==> src/rtl/pipeline_hazard_controller.sv <==
// Hazard and sequencing controller for a 5-stage MIPS pipeline: load-use stalls,
// branch/jump flushes, EX forwarding selects, ID bypass and stall/flush statistics.
module pipeline_hazard_controller #(
    parameter int REG_W = 5,
    parameter int CNT_W = 16
) (
    input  logic             clk,
    input  logic             reset,
    input  logic             id_valid,
    input  logic [REG_W-1:0] id_rs,
    input  logic [REG_W-1:0] id_rt,
    input  logic             id_uses_rs,
    input  logic             id_uses_rt,
    input  logic [REG_W-1:0] id_dest,
    input  logic             id_reg_write,
    input  logic             id_mem_read,
    input  logic             id_jump,
    input  logic             ex_branch_taken,
    output logic             pc_enable,
    output logic             if_id_enable,
    output logic             if_id_flush,
    output logic             id_ex_bubble,
    output logic [1:0]       fwd_a_sel,
    output logic [1:0]       fwd_b_sel,
    output logic             id_bypass_a,
    output logic             id_bypass_b,
    output logic [CNT_W-1:0] stall_cycles,
    output logic [CNT_W-1:0] flush_cycles
);

    typedef enum logic [1:0] {
        RUN    = 2'd0,
        LSTALL = 2'd1,
        FLUSH  = 2'd2
    } state_t;

    localparam logic [CNT_W-1:0] CNT_ONE = {{(CNT_W-1){1'b0}}, 1'b1};
    localparam logic [CNT_W-1:0] CNT_MAX = '1;

    state_t state, next_state;

    logic [REG_W-1:0] ex_rs, ex_rt, ex_dest, mem_dest, wb_dest;
    logic             ex_rw, ex_mr, mem_rw, wb_rw;
    logic             luh;

    // Register $0 is hard-wired, so it never matches as a producer.
    function automatic logic [1:0] fwd_select(
        input logic [REG_W-1:0] src,
        input logic             m_rw,
        input logic [REG_W-1:0] m_dest,
        input logic             w_rw,
        input logic [REG_W-1:0] w_dest
    );
        logic [1:0] sel;
        sel = 2'b00;
        if (m_rw && (m_dest != '0) && (m_dest == src))
            sel = 2'b10;
        else if (w_rw && (w_dest != '0) && (w_dest == src))
            sel = 2'b01;
        return sel;
    endfunction

    always_comb begin
        luh = id_valid && ex_mr && ex_rw && (ex_dest != '0) &&
              ((id_uses_rs && (id_rs == ex_dest)) || (id_uses_rt && (id_rt == ex_dest)));
    end

    // NOTE: every output gets its default before the case, so no path can infer a latch.
    always_comb begin
        pc_enable    = 1'b1;
        if_id_enable = 1'b1;
        if_id_flush  = 1'b0;
        id_ex_bubble = 1'b0;
        next_state   = RUN;
        // While reset is asserted the controls are forced to free-running values.
        if (reset) begin
            case (state)
                RUN, LSTALL: begin
                    if (ex_branch_taken) begin
                        if_id_flush  = 1'b1;
                        id_ex_bubble = 1'b1;
                        next_state   = FLUSH;
                    end else if ((state == RUN) && luh) begin
                        pc_enable    = 1'b0;
                        if_id_enable = 1'b0;
                        id_ex_bubble = 1'b1;
                        next_state   = LSTALL;
                    end else if (id_jump && id_valid) begin
                        if_id_flush = 1'b1;
                    end
                end
                default: ;
            endcase
        end
    end

    always_comb begin
        fwd_a_sel   = fwd_select(ex_rs, mem_rw, mem_dest, wb_rw, wb_dest);
        fwd_b_sel   = fwd_select(ex_rt, mem_rw, mem_dest, wb_rw, wb_dest);
        id_bypass_a = wb_rw && (wb_dest != '0) && (wb_dest == id_rs);
        id_bypass_b = wb_rw && (wb_dest != '0) && (wb_dest == id_rt);
    end

    // NOTE: sequential state uses non-blocking assignments so all stages shift together.
    always_ff @(posedge clk or negedge reset) begin
        if (!reset) begin
            state        <= RUN;
            ex_rs        <= '0;
            ex_rt        <= '0;
            ex_dest      <= '0;
            ex_rw        <= 1'b0;
            ex_mr        <= 1'b0;
            mem_dest     <= '0;
            mem_rw       <= 1'b0;
            wb_dest      <= '0;
            wb_rw        <= 1'b0;
            stall_cycles <= '0;
            flush_cycles <= '0;
        end else begin
            state <= next_state;
            if (id_ex_bubble || !id_valid) begin
                ex_rs   <= '0;
                ex_rt   <= '0;
                ex_dest <= '0;
                ex_rw   <= 1'b0;
                ex_mr   <= 1'b0;
            end else begin
                ex_rs   <= id_rs;
                ex_rt   <= id_rt;
                ex_dest <= id_dest;
                ex_rw   <= id_reg_write;
                ex_mr   <= id_mem_read;
            end
            mem_dest <= ex_dest;
            mem_rw   <= ex_rw;
            wb_dest  <= mem_dest;
            wb_rw    <= mem_rw;
            if (!pc_enable && (stall_cycles != CNT_MAX))
                stall_cycles <= stall_cycles + CNT_ONE;
            if (if_id_flush && (flush_cycles != CNT_MAX))
                flush_cycles <= flush_cycles + CNT_ONE;
        end
    end

endmodule

==> config.mk <==
export PLATFORM = sky130hd
export DESIGN_NAME = pipeline_hazard_controller
export DESIGN_NICKNAME = d
export VERILOG_FILES = /design/src/rtl/pipeline_hazard_controller.sv
export SDC_FILE = /design/constraint.sdc
export NUM_CORES = 1
export LEC_CHECK = 0
export BUFFER_PORTS_ARGS = -buffer_cell sky130_fd_sc_hd__buf_2
export CAP_MARGIN = 40
export CELL_PAD_IN_SITES_DETAIL_PLACEMENT = 1
export CELL_PAD_IN_SITES_GLOBAL_PLACEMENT = 2
export CORE_MARGIN = 3
export CORE_UTILIZATION = 37
export DETAILED_ROUTE_END_ITERATION = 10
export PLACE_DENSITY = 0.95
export SLEW_MARGIN = 20
export SYNTH_ARGS = -nofsm -noshare
export SYNTH_HDL_FRONTEND = slang
export SYNTH_SLANG_ARGS = --single-unit
==> constraint.sdc <==
create_clock -name clk -period 3.2 [get_ports clk]
set_input_delay 0.16 -clock clk [delete_from_list [all_inputs] [get_ports clk]]
set_output_delay 0.16 -clock clk [all_outputs]
set_load 0.02 [all_outputs]
==> summary.txt, run 1 <==
Timing
  • Worst-margin pin slew: 655 ps
  • Setup violators final: 0
  • Max Slew Vio Count: 0
  • Max_slew headroom: 56.0%
  • Fin. Hold Viols: 0
  • Worst Skew: ~8.2 ps
  • Fmax: 0.390 GHz
  • Period utilization: 80.2%
  • Setup tns final: 0 ps
  • RSZ-0062 raised after global routing: no
  • Final Critical Period: 2570 ps
  • Setup slack after layout: approximately 630 ps

Cells and area
  • Layout area overhead: 20.9%
  • Sequential Area: ~0.0016 mm²
  • Nets@finish: 371
  • Final instance area: 0.00366 mm²
  • Share of post-route cells with drive strength above 1: 26.3%
  • Fillcell total: 911
  • Most common cell after layout, fill and taps aside: buf_2
  • # diodes: 0
  • Area of the multi-input gates: 0.00137 mm²
  • Most frequent cells in the layout: buf_2, dfrtp_1, xor2_1, nor2_1

CTS
  • CTS Sinks: 63
  • Max clock buf depth: 2
  • Clock-pin slew on the worst setup and hold paths: around 70 ps
  • CTS Buf Count: 9
  • H-tree depth: 3
  • CTS tree: built
  • Clock insertion delay at the later pin of the skew report: 340 ps
  • Root Buffer Master: clkbuf_8
  • Post-CTS setup buffers: 0

Min path
  • Hold WC Path Type: input pin to flop

Critical path
  • Critical Path Source Type: flop
  • Data arrival time of the worst path: 2410 ps
  • R2r setup slk: approximately 830 ps
  • R2R Path End: stall_cycles[14]$_DFFE_PN0P_
  • Critical path origin: ex_dest[2]$_DFF_PN0_
  • Critical R2R Launch: ex_dest[2]$_DFF_PN0_
  • Worst setup endpoint: if_id_enable
  • Req. time, crit path: 3040 ps
  • Critical path class: flop to primary output
  • R2R cell count: 6
  • CP Max Fanout: 6
  • Setup crit end kind: primary output

Yosys
  • Ys async rst share: 100%
  • Synthesized flop and latch total: 63
  • Count of unique library cells instantiated by Yosys: 40
  • Syn Inst Count: 277
  • Synth Flop Type: dfrtp_1
  • Post-synth EDFFs: 0
  • Mapped cell area: 0.00303 mm²
  • Post-synthesis net count: 303
  • Post-synthesis sequential area ratio: 52.1%
  • Syn Area/Cell: 10.9 µm²
  • Synth warn: 0

Die
  • Io pins: 66
  • DIE AREA: 0.00930 mm²
  • Die H: 96.4 µm
  • Core area: just under 0.008 mm²
  • Initial core utilization: 38.6%
  • Die Width: 96.4 µm
  • Rows: 32

Detailed routing
  • Vias per cell: 4.99
  • DRT Pass-1 Iters: 4
  • Drt drc: 0
  • Routed WL per cell: between 15 and 20 µm
  • Antenna Nets Post-Route: 0
  • DR vias: 2,257
  • Routed WL: 7.47 mm
  • Drt initial violations: 58

Pwr
  • Sequential Power Share: 47.2%
  • Internal Power: 1.44 mW
  • Maximum vdd drop: slightly above 0.3 mV
  • Cell Pwr Density: 558 mW/mm²
  • Clock network power share: a little over a third
  • Combinational share of power: around 16%
  • Switching Fraction: 29.6%
  • Total power: slightly above 2 mW
  • Lkg Pwr: 1.88 nW
  • NetSw: between 600 and 700 µW

Global route
  • Overflow after GRT: 0
  • Gr usage total: about 17%
  • Vias in the first global route: approximately 2,400
  • Antenna violations before repair: 0
  • Largest net degree at the start of global routing: 51
  • First-pass GRT wire length: 12.0 mm

Place
  • PortBufs: 65
  • Detailed Place HPWL: 5.75 mm
  • Area after DPL: ~0.0034 mm²
  • GPL Wtd Cong: just over 0.8
  • Dpl ws: 829 ps

Job
  • Maxcap violations: 0

Outcome
  • Status: completed
-- state kept, by name, summed over array words and instances (netlist names), 2 cells and up --
signal / count
wb_dest: 5
stall_cycles: 16
flush_cycles: 16
mem_dest: 5
ex_rs: 5
ex_rt: 5
state: 2
ex_dest: 5
-- final cells by class --
| class | instances | area share (%) |
|---|---|---|
| flip-flops and latches | 63 | 43.1 |
| multi-input cells | 197 | 37.4 |
| repair buffers | 68 | 9.58 |
| well taps | 102 | 3.49 |
| clock buffers | 9 | 3.39 |
| clock inverters | 7 | 2.39 |
| inverters | 6 | 0.616 |
-- worst min path at each step --
stage,from,slack [ps],endpoint,cells after the start
finish,id_dest[1],30,ex_dest[1]$_DFF_PN0_,2
global route,id_dest[4],20,ex_dest[4]$_DFF_PN0_,2
CTS,id_dest[1],20,ex_dest[1]$_DFF_PN0_,2
detailed placement,reset,100,ex_mr$_DFF_PN0_,1
global placement,reset,90,state[0]$_DFF_PN0_,1
floorplan,reset,-140,ex_dest[0]$_DFF_PN0_,0
-- routing by layer --
metal | routed length [µm] | track usage (%) | share of wire [%] | vias to the layer above
li1 | - | - | - | 1069
met5 | 0 | 0 | 0 | -
met2 | 3680 | 29.7 | 49 | 54
met4 | 128 | 5.96 | 1.7 | 0
met1 | 3330 | 21.3 | 45 | 1124
met3 | 321 | 3.80 | 4.3 | 10
-- what timing repair did --
item	4_1_cts	5_1_grt
hold endpoints to repair	13	0
gates resized for setup	0	0
hold buffers	1	0
-- worst max-delay path, cell delays in order (launching register included) --
cell and delay, ps:
dfrtp_1 450, xor2_1 210, nor4_2 270, a32oi_1 240
nor3_1 600, inv_1 110, buf_2 190
-- metrics by stage --
stage	utilization [%]	cells	hold WS, ps
finish	46.6	452	33.0
global placement	43.8	435	93.0
global route	46.6	452	22.5
detailed placement	43.8	435	99.2
CTS	46.6	452	21.7
floorplan	-	277	-136
-- kinds of logic after synthesis --
logic type	count (synthesis)	share of synthesized area, %
multiplexers	3	1.08
adder cells (fa/ha/maj)	2	0.827
XOR/XNOR	68	19.7
buffers and inverters	17	2.65
flip-flops	63	52.1
AO/OA/AOI/OAI	11	2.48
AND/OR/NAND/NOR	113	21.2
-- Yosys cell counts (2+ instances only) --
cell type	n	area [µm²]
nor3_1	7	35.0
xnor2_1	18	158
or4_4	2	22.5
nand3_1	18	90.1
o21ai_0	2	10.0
inv_1	6	22.5
ha_1	2	25.0
and3_1	7	43.8
a32oi_1	2	17.5
clkbuf_1	5	18.8
and4_1	2	17.5
mux2_2	2	22.5
nor4_1	9	56.3
and2_1	18	113
dfrtp_1	63	1580
nand4_1	2	12.5
buf_2	4	20.0
a21oi_1	2	10.0
or4_1	5	37.5
nand2_1	14	52.6
nor2_1	19	71.3
xor2_1	50	438
-- power by group through the flow --
stage	Sequential [mW]	Combinational, mW	Clock (mW)
after floorplan	1.02	0.149	0
after detailed placement	0.981	0.337	0
after global routing	0.979	0.369	0.803
after CTS	0.966	0.340	0.760
final	0.964	0.332	0.746
after global placement	0.973	0.324	0
(Power assumes the default switching activity.)
==> run 2, diff against run 1 <==
- ABC_AREA: unset -> 1
- CORE_UTILIZATION: 37 -> 32
- PLACE_DENSITY: 0.95 -> 0.9
- clock period: 3.2 -> 2.6 ns (I/O delays scaled with it)
==> run 2 against run 1 <==
Effect of this change: synthesized area increased by 16%; worst hold slack worse by 12 ps; design area is 16% higher; clock power rose by 41%; largest power group unchanged; setup slack got worse by 99 ps; sequential power rose by 15%; wire length increased by 24%; critical path depth decreased by 1; cell count increased by 44%; sequential cell count unchanged.
==> summary.txt, run 2 <==
Detailed routing
  • Routed WL: 9.23 mm (+24%)
  • Drt initial violations: 88 (+52%)
  • DRT Pass-1 Iters: 4 (unchanged)
  • DR vias: 3,010 (+33%)
  • Vias per cell: 4.64 (-7.1%)
  • Antenna Nets Post-Route: 0 (unchanged)
  • Routed WL per cell: 14.2 µm (-14%)
  • Drt drc: 0 (unchanged)

CTS
  • CTS Buf Count: 9 (unchanged)
  • Max clock buf depth: 2 (unchanged)
  • Clock-pin slew on the worst setup and hold paths: 80 ps (about the same)
  • CTS-repair resized insts: 0 (unchanged)
  • Clock insertion delay at the later pin of the skew report: 340 ps (about the same)
  • CTS hold repair buffers: 5 (+4)
  • Root Buffer Master: clkbuf_8
  • CTS Sinks: 63 (unchanged)
  • H-tree depth: 3 (unchanged)
  • CTS tree: built
  • Post-CTS setup buffers: 0 (unchanged)

Cells and area
  • Fin cells: 649 (+44%)
  • Regs by FF count: flush_cycles (16), stall_cycles (16)
  • Sequential Area: 0.00158 mm² (unchanged)
  • Most frequent cells in the layout: nand2_1, buf_2, dfrtp_1, inv_1, nor2_1
  • Area of the multi-input gates: 0.00164 mm² (+20%)
  • Fin util: 40.4% (-6.2 points)
  • Final instance area: 0.00424 mm² (+16%)
  • Share of post-route cells with drive strength above 1: 23.0% (-3.3 points)
  • Nets@finish: 534 (+44%)
  • Layout area overhead: 20.6%
  • Most common cell after layout, fill and taps aside: nand2_1
  • Fillcell total: 1,282 (+41%)
  • # diodes: 0 (unchanged)

Yosys
  • Synth top cells by count: nand2_1, dfrtp_1, inv_1
  • Synth Flop Type: dfrtp_1
  • Ys async rst share: 100% (unchanged)
  • Synthesized flop and latch total: 63 (unchanged)
  • Post-synth EDFFs: 0 (unchanged)
  • Yosys top cell area share: 44.8% (-7.3 points)
  • Post-synthesis net count: 463 (+53%)
  • Yosys top cell by area: dfrtp_1
  • Synth warn: 0 (unchanged)
  • Count of unique library cells instantiated by Yosys: 31 (-23%)
  • Multiplexer share of the synthesized area: 0% (-1.1 points)
  • Post-synthesis sequential area ratio: 44.8% (-7.3 points)
  • Largest family of logic cells by synthesized area: simple AND/OR/NAND/NOR gates
  • Mapped cell area: 0.00352 mm² (+16%)
  • Syn Inst Count: 437 (+58%)
  • Adder-Cell Fraction of Synth Area: 0.711% (-0.12 points)
  • Synthesized-area fraction occupied by and/or/nand/nor cells: 33.9% (+13 points)
  • Compound-cell area share of the yosys netlist: 1.39% (-1.1 points)
  • Top-count cell post-synth: nand2_1
  • Xor/xnor share of the synthesized area: 10.7% (-9.0 points)
  • Syn Area/Cell: 8.05 µm² (-26%)
  • Ranking of synthesized cells by area: dfrtp_1, nand2_1, xnor2_1

Pwr
  • Cell Pwr Density: 593 mW/mm² (+6.2%)
  • Maximum vdd drop: 0.196 mV (-35%)
  • Lkg Pwr: 2.19 nW (+17%)
  • Total power: 2.51 mW (+23%)

Critical path
  • CP Max Fanout: 4 (-2)
  • Most frequent cell on the critical path: nor3_1
  • Critical Path Source Type: flop
  • Setup crit end kind: primary output
  • Slowest Stage Delay on Critical Path: 430 ps (-170 ps)
  • Worst path cell trace: or2_2 -> o41ai_1 -> nor3_1 -> nor3_1 -> buf_2
  • Critical path class: flop to primary output
  • Req. time, crit path: 2470 ps (-570 ps)
  • CP Buf/Inv Count: 1 (-1)
  • Data arrival time of the worst path: 1940 ps (-470 ps)
  • CP max stage cell: dfrtp_1
  • Delay-heaviest family, CP: simple AND/OR/NAND/NOR gates

Global route
  • Vias in the first global route: 3,261 (+36%)
  • First-pass GRT wire length: 16.0 mm (+33%)
  • Overflow after GRT: 0 (unchanged)
  • Gr usage total: 15.8% (-1.5 points)
  • Antenna violations before repair: 0 (unchanged)
  • Largest net degree at the start of global routing: 46 (-9.8%)

Timing
  • Setup slack after layout: 534 ps (-99.2 ps)
  • WHS: 20.6 ps (-12.3 ps)
  • Period utilization: 79.5%
  • Final Critical Period: between 2000 and 2500 ps
  • RSZ-0062 raised after global routing: no
  • Setup tns final: 0 ps (unchanged)
  • Setup violators final: 0 (unchanged)
  • Worst Skew: 13.2 ps (+5.04 ps)
  • Fin. Hold Viols: 0 (unchanged)
  • Worst-margin pin slew: 579 ps (-75.8 ps)
  • Max_slew headroom: 61.4% (+5.4 points)
  • Fmax: 0.484 GHz
  • Max Slew Vio Count: 0 (unchanged)

Die
  • DIE AREA: 0.0123 mm² (+32%)
  • Die Width: 111 µm (+15%)
  • Rows: 37 (+16%)
  • Initial core utilization: 33.5% (-5.1 points)
  • Io pins: 66 (unchanged)
  • Core area: 0.0105 mm² (+34%)
  • Die H: 111 µm (+15%)

Min path
  • Hold WC Path Type: input pin to flop

Job
  • Maxcap violations: 0 (unchanged)

Place
  • Dpl ws: 712 ps (-117 ps)
  • Detailed Place HPWL: 7.05 mm (+23%)
  • PortBufs: 65 (unchanged)
  • GPL Wtd Cong: 0.798 (-3.2%)
  • Area after DPL: 0.00395 mm² (+15%)
  • Placed cell count: 628 (+44%)

Outcome
  • Status: completed
run 2: cell count changes after synthesis, sizes merged, moves of 7 or more:
cell | before | now
or4 | 7 | 0
nor3 | 8 | 17
xor2 | 50 | 19
and2 | 19 | 0
and3 | 8 | 1
nand4 | 2 | 9
nor2 | 19 | 53
inv | 6 | 58
nand3 | 18 | 38
nand2 | 14 | 121
nor4 | 10 | 2
run 2: cell families (layout without fill, tap and decap cells):
| family | count (synthesis) | count (layout) |
|---|---|---|
| and+or+nand+nor | 250 | 250 |
| buffers and inverters | 70 | 146 |
| DFF | 63 | 63 |
| xor gates and xnor gates | 43 | 43 |
| AOI/OAI and AO/OA | 9 | 9 |
| adders and majority gates | 2 | 2 |
run 2: path summary, 6_finish.rpt:
kind | startpoint | endpoint | slack (ps) | depth (start not counted)
max reg2reg | stall_cycles[0]$_DFFE_PN0P_ | stall_cycles[13]$_DFFE_PN0P_ | 700 | 10
min in group asynchronous | reset | stall_cycles[6]$_DFFE_PN0P_ | 410 | 3
max in group asynchronous | reset | flush_cycles[5]$_DFFE_PN0P_ | 1680 | 3
min reg2reg | mem_rw$_DFF_PN0_ | wb_rw$_DFF_PN0_ | 390 | 0
max | mem_dest[0]$_DFF_PN0_ | fwd_b_sel[0] | 530 | 5
min | id_mem_read | ex_mr$_DFF_PN0_ | 20 | 3
run 2: cell type report:
class / instances / share of cell area [%]
Multi-Input combinational cell: 304 / 38.7
Sequential cell: 63 / 37.2
Inverter: 58 / 5.13
Tap cell: 136 / 4.01
Clock buffer: 9 / 2.92
Clock inverter: 7 / 2.86
Timing Repair Buffer: 72 / 9.20
run 2: metal layers:
metal / vias up / share of wire [%] / wire length (µm) / track usage (%)
met5: - / 0 / 0 / 0
met4: 0 / 0.99 / 91 / 4.27
met3: 7 / 4.0 / 369 / 3.49
met2: 52 / 49 / 4500 / 26.6
met1: 1455 / 46 / 4260 / 20.4
li1: 1496 / - / - / -
run 2: worst reg2reg max path: stages, from the launching register on:
cell and delay (ps):
dfrtp_1 430, ha_1 260, nand3_2 110, nor2_2 60, inv_2 80, nor2_4 50
nand2_2 90, nand4_2 340, nor2_2 250, nand3_1 100, nand2_1 80
run 2: power by group:
group	internal, mW	switching (mW)	leakage [nW]	total [mW]
sequential	1.04	0.0736	0.849	1.11
clock	0.638	0.413	0.112	1.05
combinational	0.137	0.217	1.23	0.354
total	1.81	0.703	2.19	2.51
==> run 3, diff against run 2 <==
- ABC_AREA: 1 -> 0
- CORE_UTILIZATION: 32 -> 34
- PLACE_DENSITY: 0.9 -> 0.89
- clock period: 2.6 -> 2.1 ns (I/O delays scaled with it)
==> run 3 against run 2 <==
Effect of this change: the run now ends with negative setup slack left; worst hold slack improved by 5.4 ps; critical path depth increased by 1; utilization increased by 12 points; wire length decreased by 3.1%; critical endpoint is now stall_cycles[1]$_DFFE_PN0P_.
==> summary.txt, run 3 (synthesized netlist as in run 1, its figures left out) <==
Global route
  • GR peak layer: met2
  • GR Util met3: 2.29% (-1.2 points)
  • Vias in the first global route: 2,742 (-16%)
  • Overflow after GRT: 0 (unchanged)
  • Antenna violations before repair: 0 (unchanged)
  • Grt met1 use: 21.7% (+1.3 points)
  • First-pass GRT wire length: 14.3 mm (-11%)
  • Gr usage total: 18.6% (+2.8 points)
  • M2 GR Usage: 33.4% (+6.9 points)
  • Largest net degree at the start of global routing: 45 (-2.2%)

Outcome
  • Status: complete, but fails checks
  • Failing checks: negative setup slack

Cells and area
  • Layout area overhead: 46.8%
  • Most frequent cells in the layout: dfrtp_1, buf_2, xor2_1, buf_4
  • Nets@finish: 423 (-21%)
  • Regs by FF count: flush_cycles (16), stall_cycles (16)
  • # diodes: 0 (unchanged)
  • Share of post-route cells with drive strength above 1: 45.0% (+22 points)

Die
  • Io pins: 66 (unchanged)
  • Core area: 0.00842 mm² (-20%)
  • Initial core utilization: 35.9% (+2.4 points)
  • Rows: 33 (-11%)
  • DIE AREA: 0.0101 mm² (-18%)
  • Die Width: 100 µm (-9.5%)
  • Die H: 100 µm (-9.5%)

Pwr
  • Internal Power: 2.16 mW (+19%)
  • Sequential Power Share: 45.9% (+1.7 points)
  • Switching Fraction: 32.3% (+4.4 points)
  • Maximum vdd drop: 0.321 mV (+64%)
  • Cell Pwr Density: 717 mW/mm² (+21%)
  • Combinational share of power: 21.1% (+7.0 points)
  • Lkg Pwr: 2.26 nW (+3.0%)
  • Clock network power share: 33.0% (-8.8 points)
  • Total power: 3.19 mW (+27%)
  • NetSw: 1.03 mW (+46%)

Critical path
  • Critical path class: flop to flop
  • Critical Path Source Type: flop
  • CP max stage cell: or4_4
  • CP Max Fanout: 7 (+3)
  • Critical R2R Launch: ex_dest[2]$_DFF_PN0_
  • Req. time, crit path: 2340 ps (-130 ps)
  • Slowest Stage Delay on Critical Path: 620 ps (+190 ps)
  • Critical path origin: ex_dest[2]$_DFF_PN0_
  • R2r setup slk: -170 ps (-870 ps)
  • CP Buf/Inv Count: 1 (unchanged)
  • R2R Path End: stall_cycles[1]$_DFFE_PN0P_
  • Worst path cell trace: xor2_2 -> nor4_2 -> a32oi_2 -> or4_4 -> buf_12 -> mux2_2
  • Setup crit end kind: flop
  • R2R cell count: 6 (-4)
  • Data arrival time of the worst path: 2510 ps (+570 ps)
  • Delay-heaviest family, CP: simple AND/OR/NAND/NOR gates

Place
  • GPL Wtd Cong: 0.824 (+3.2%)
  • Detailed Place HPWL: 6.13 mm (-13%)
  • PortBufs: 65 (unchanged)

CTS
  • CTS Sinks: 63 (unchanged)
  • CTS Buf Count: 9 (unchanged)
  • Clock-pin slew on the worst setup and hold paths: 80 ps (about the same)
  • Root Buffer Master: clkbuf_8
  • H-tree depth: 3 (unchanged)
  • Clock insertion delay at the later pin of the skew report: 350 ps (about the same)
  • Max clock buf depth: 2 (unchanged)
  • CTS tree: built

Detailed routing
  • Routed WL: 8.94 mm (-3.1%)
  • Drt drc: 0 (unchanged)
  • Antenna Nets Post-Route: 0 (unchanged)
  • DR vias: 2,480 (-18%)
  • DRT Pass-1 Iters: 4 (unchanged)
  • Drt initial violations: 58 (-34%)
  • Vias per cell: 4.89 (+5.5%)
  • Routed WL per cell: 17.6 µm (+24%)

Timing
  • Final Critical Period: 2270 ps
  • Period utilization: 108%
  • Worst Skew: 6.65 ps (-6.59 ps)
  • RSZ-0062 raised after global routing: yes
  • Worst-margin pin slew: 551 ps (-28.2 ps)
  • Fmax: 0.440 GHz
  • Max Slew Vio Count: 0 (unchanged)
  • Fin. Hold Viols: 0 (unchanged)
  • WHS: 26.0 ps (+5.41 ps)
  • Max_slew headroom: 63.3% (+1.9 points)
  • Setup violators final: 34 (+34)
  • Setup slack after layout: -173 ps (-706 ps)

Min path
  • Hold path start: id_rs[4]
  • Hold EP: ex_rs[4]$_DFF_PN0_
  • Hold WC Path Type: input pin to flop
  • Hold Path Cell Cnt: 2 (-1)

Job
  • Maxcap violations: 0 (unchanged)
-- run 3: routing by layer --
layer  wire length, µm  vias up
li1                  -     1175
met2              4890       50
met5                 0        -
met4               251        0
met1              3610     1234
met3               180       21
-- run 3: worst max-delay path by stage --
stage	end	cells after the start
3_5_place_dp	stall_cycles[14]$_DFFE_PN0P_	6
3_3_place_gp	stall_cycles[14]$_DFFE_PN0P_	6
6_report	stall_cycles[1]$_DFFE_PN0P_	6
5_1_grt	stall_cycles[10]$_DFFE_PN0P_	7
2_1_floorplan	stall_cycles[7]$_DFFE_PN0P_	8
4_1_cts	stall_cycles[1]$_DFFE_PN0P_	6
-- run 3: metrics by stage --
step	instance area, µm²	TNS [ps]	utilization, %	instances	setup slack (ps)
after floorplan	3040	0	-	277	16.6
after global placement	3620	-256	42.9	460	-92.6
after detailed placement	3620	-1790	42.9	460	-235
after CTS	4260	-2590	50.5	496	-201
after global routing	4440	-7860	52.7	507	-282
final	4440	-3350	52.7	507	-173
-- run 3: cell type report --
cell class / count / area [µm²]
clock buffers: 9 / 124
clock inverters: 7 / 73.8
fillers: 926 / 3980
inverters: 6 / 22.5
multi-input cells: 197 / 1680
flip-flops and latches: 63 / 1580
well taps: 105 / 131
repair buffers: 120 / 833
-- run 3: repair_timing --
action	CTS	global route
gates resized for setup	58	25
setup endpoints to repair	41	51
endpoints found under the hold margin	70	0
setup buffers	11	11
pin swaps	22	12
gates cloned	1	0
hold buffers	8	0
-- run 3: power by group through the flow --
stage                     sequential (mW)  clock [mW]  combinational [mW]
final                                1.46        1.05               0.672
after global routing                 1.48        1.13               0.734
after CTS                            1.46        1.07               0.640
after detailed placement             1.48           0               0.560
after global placement               1.47           0               0.543
after floorplan                      1.55           0               0.229
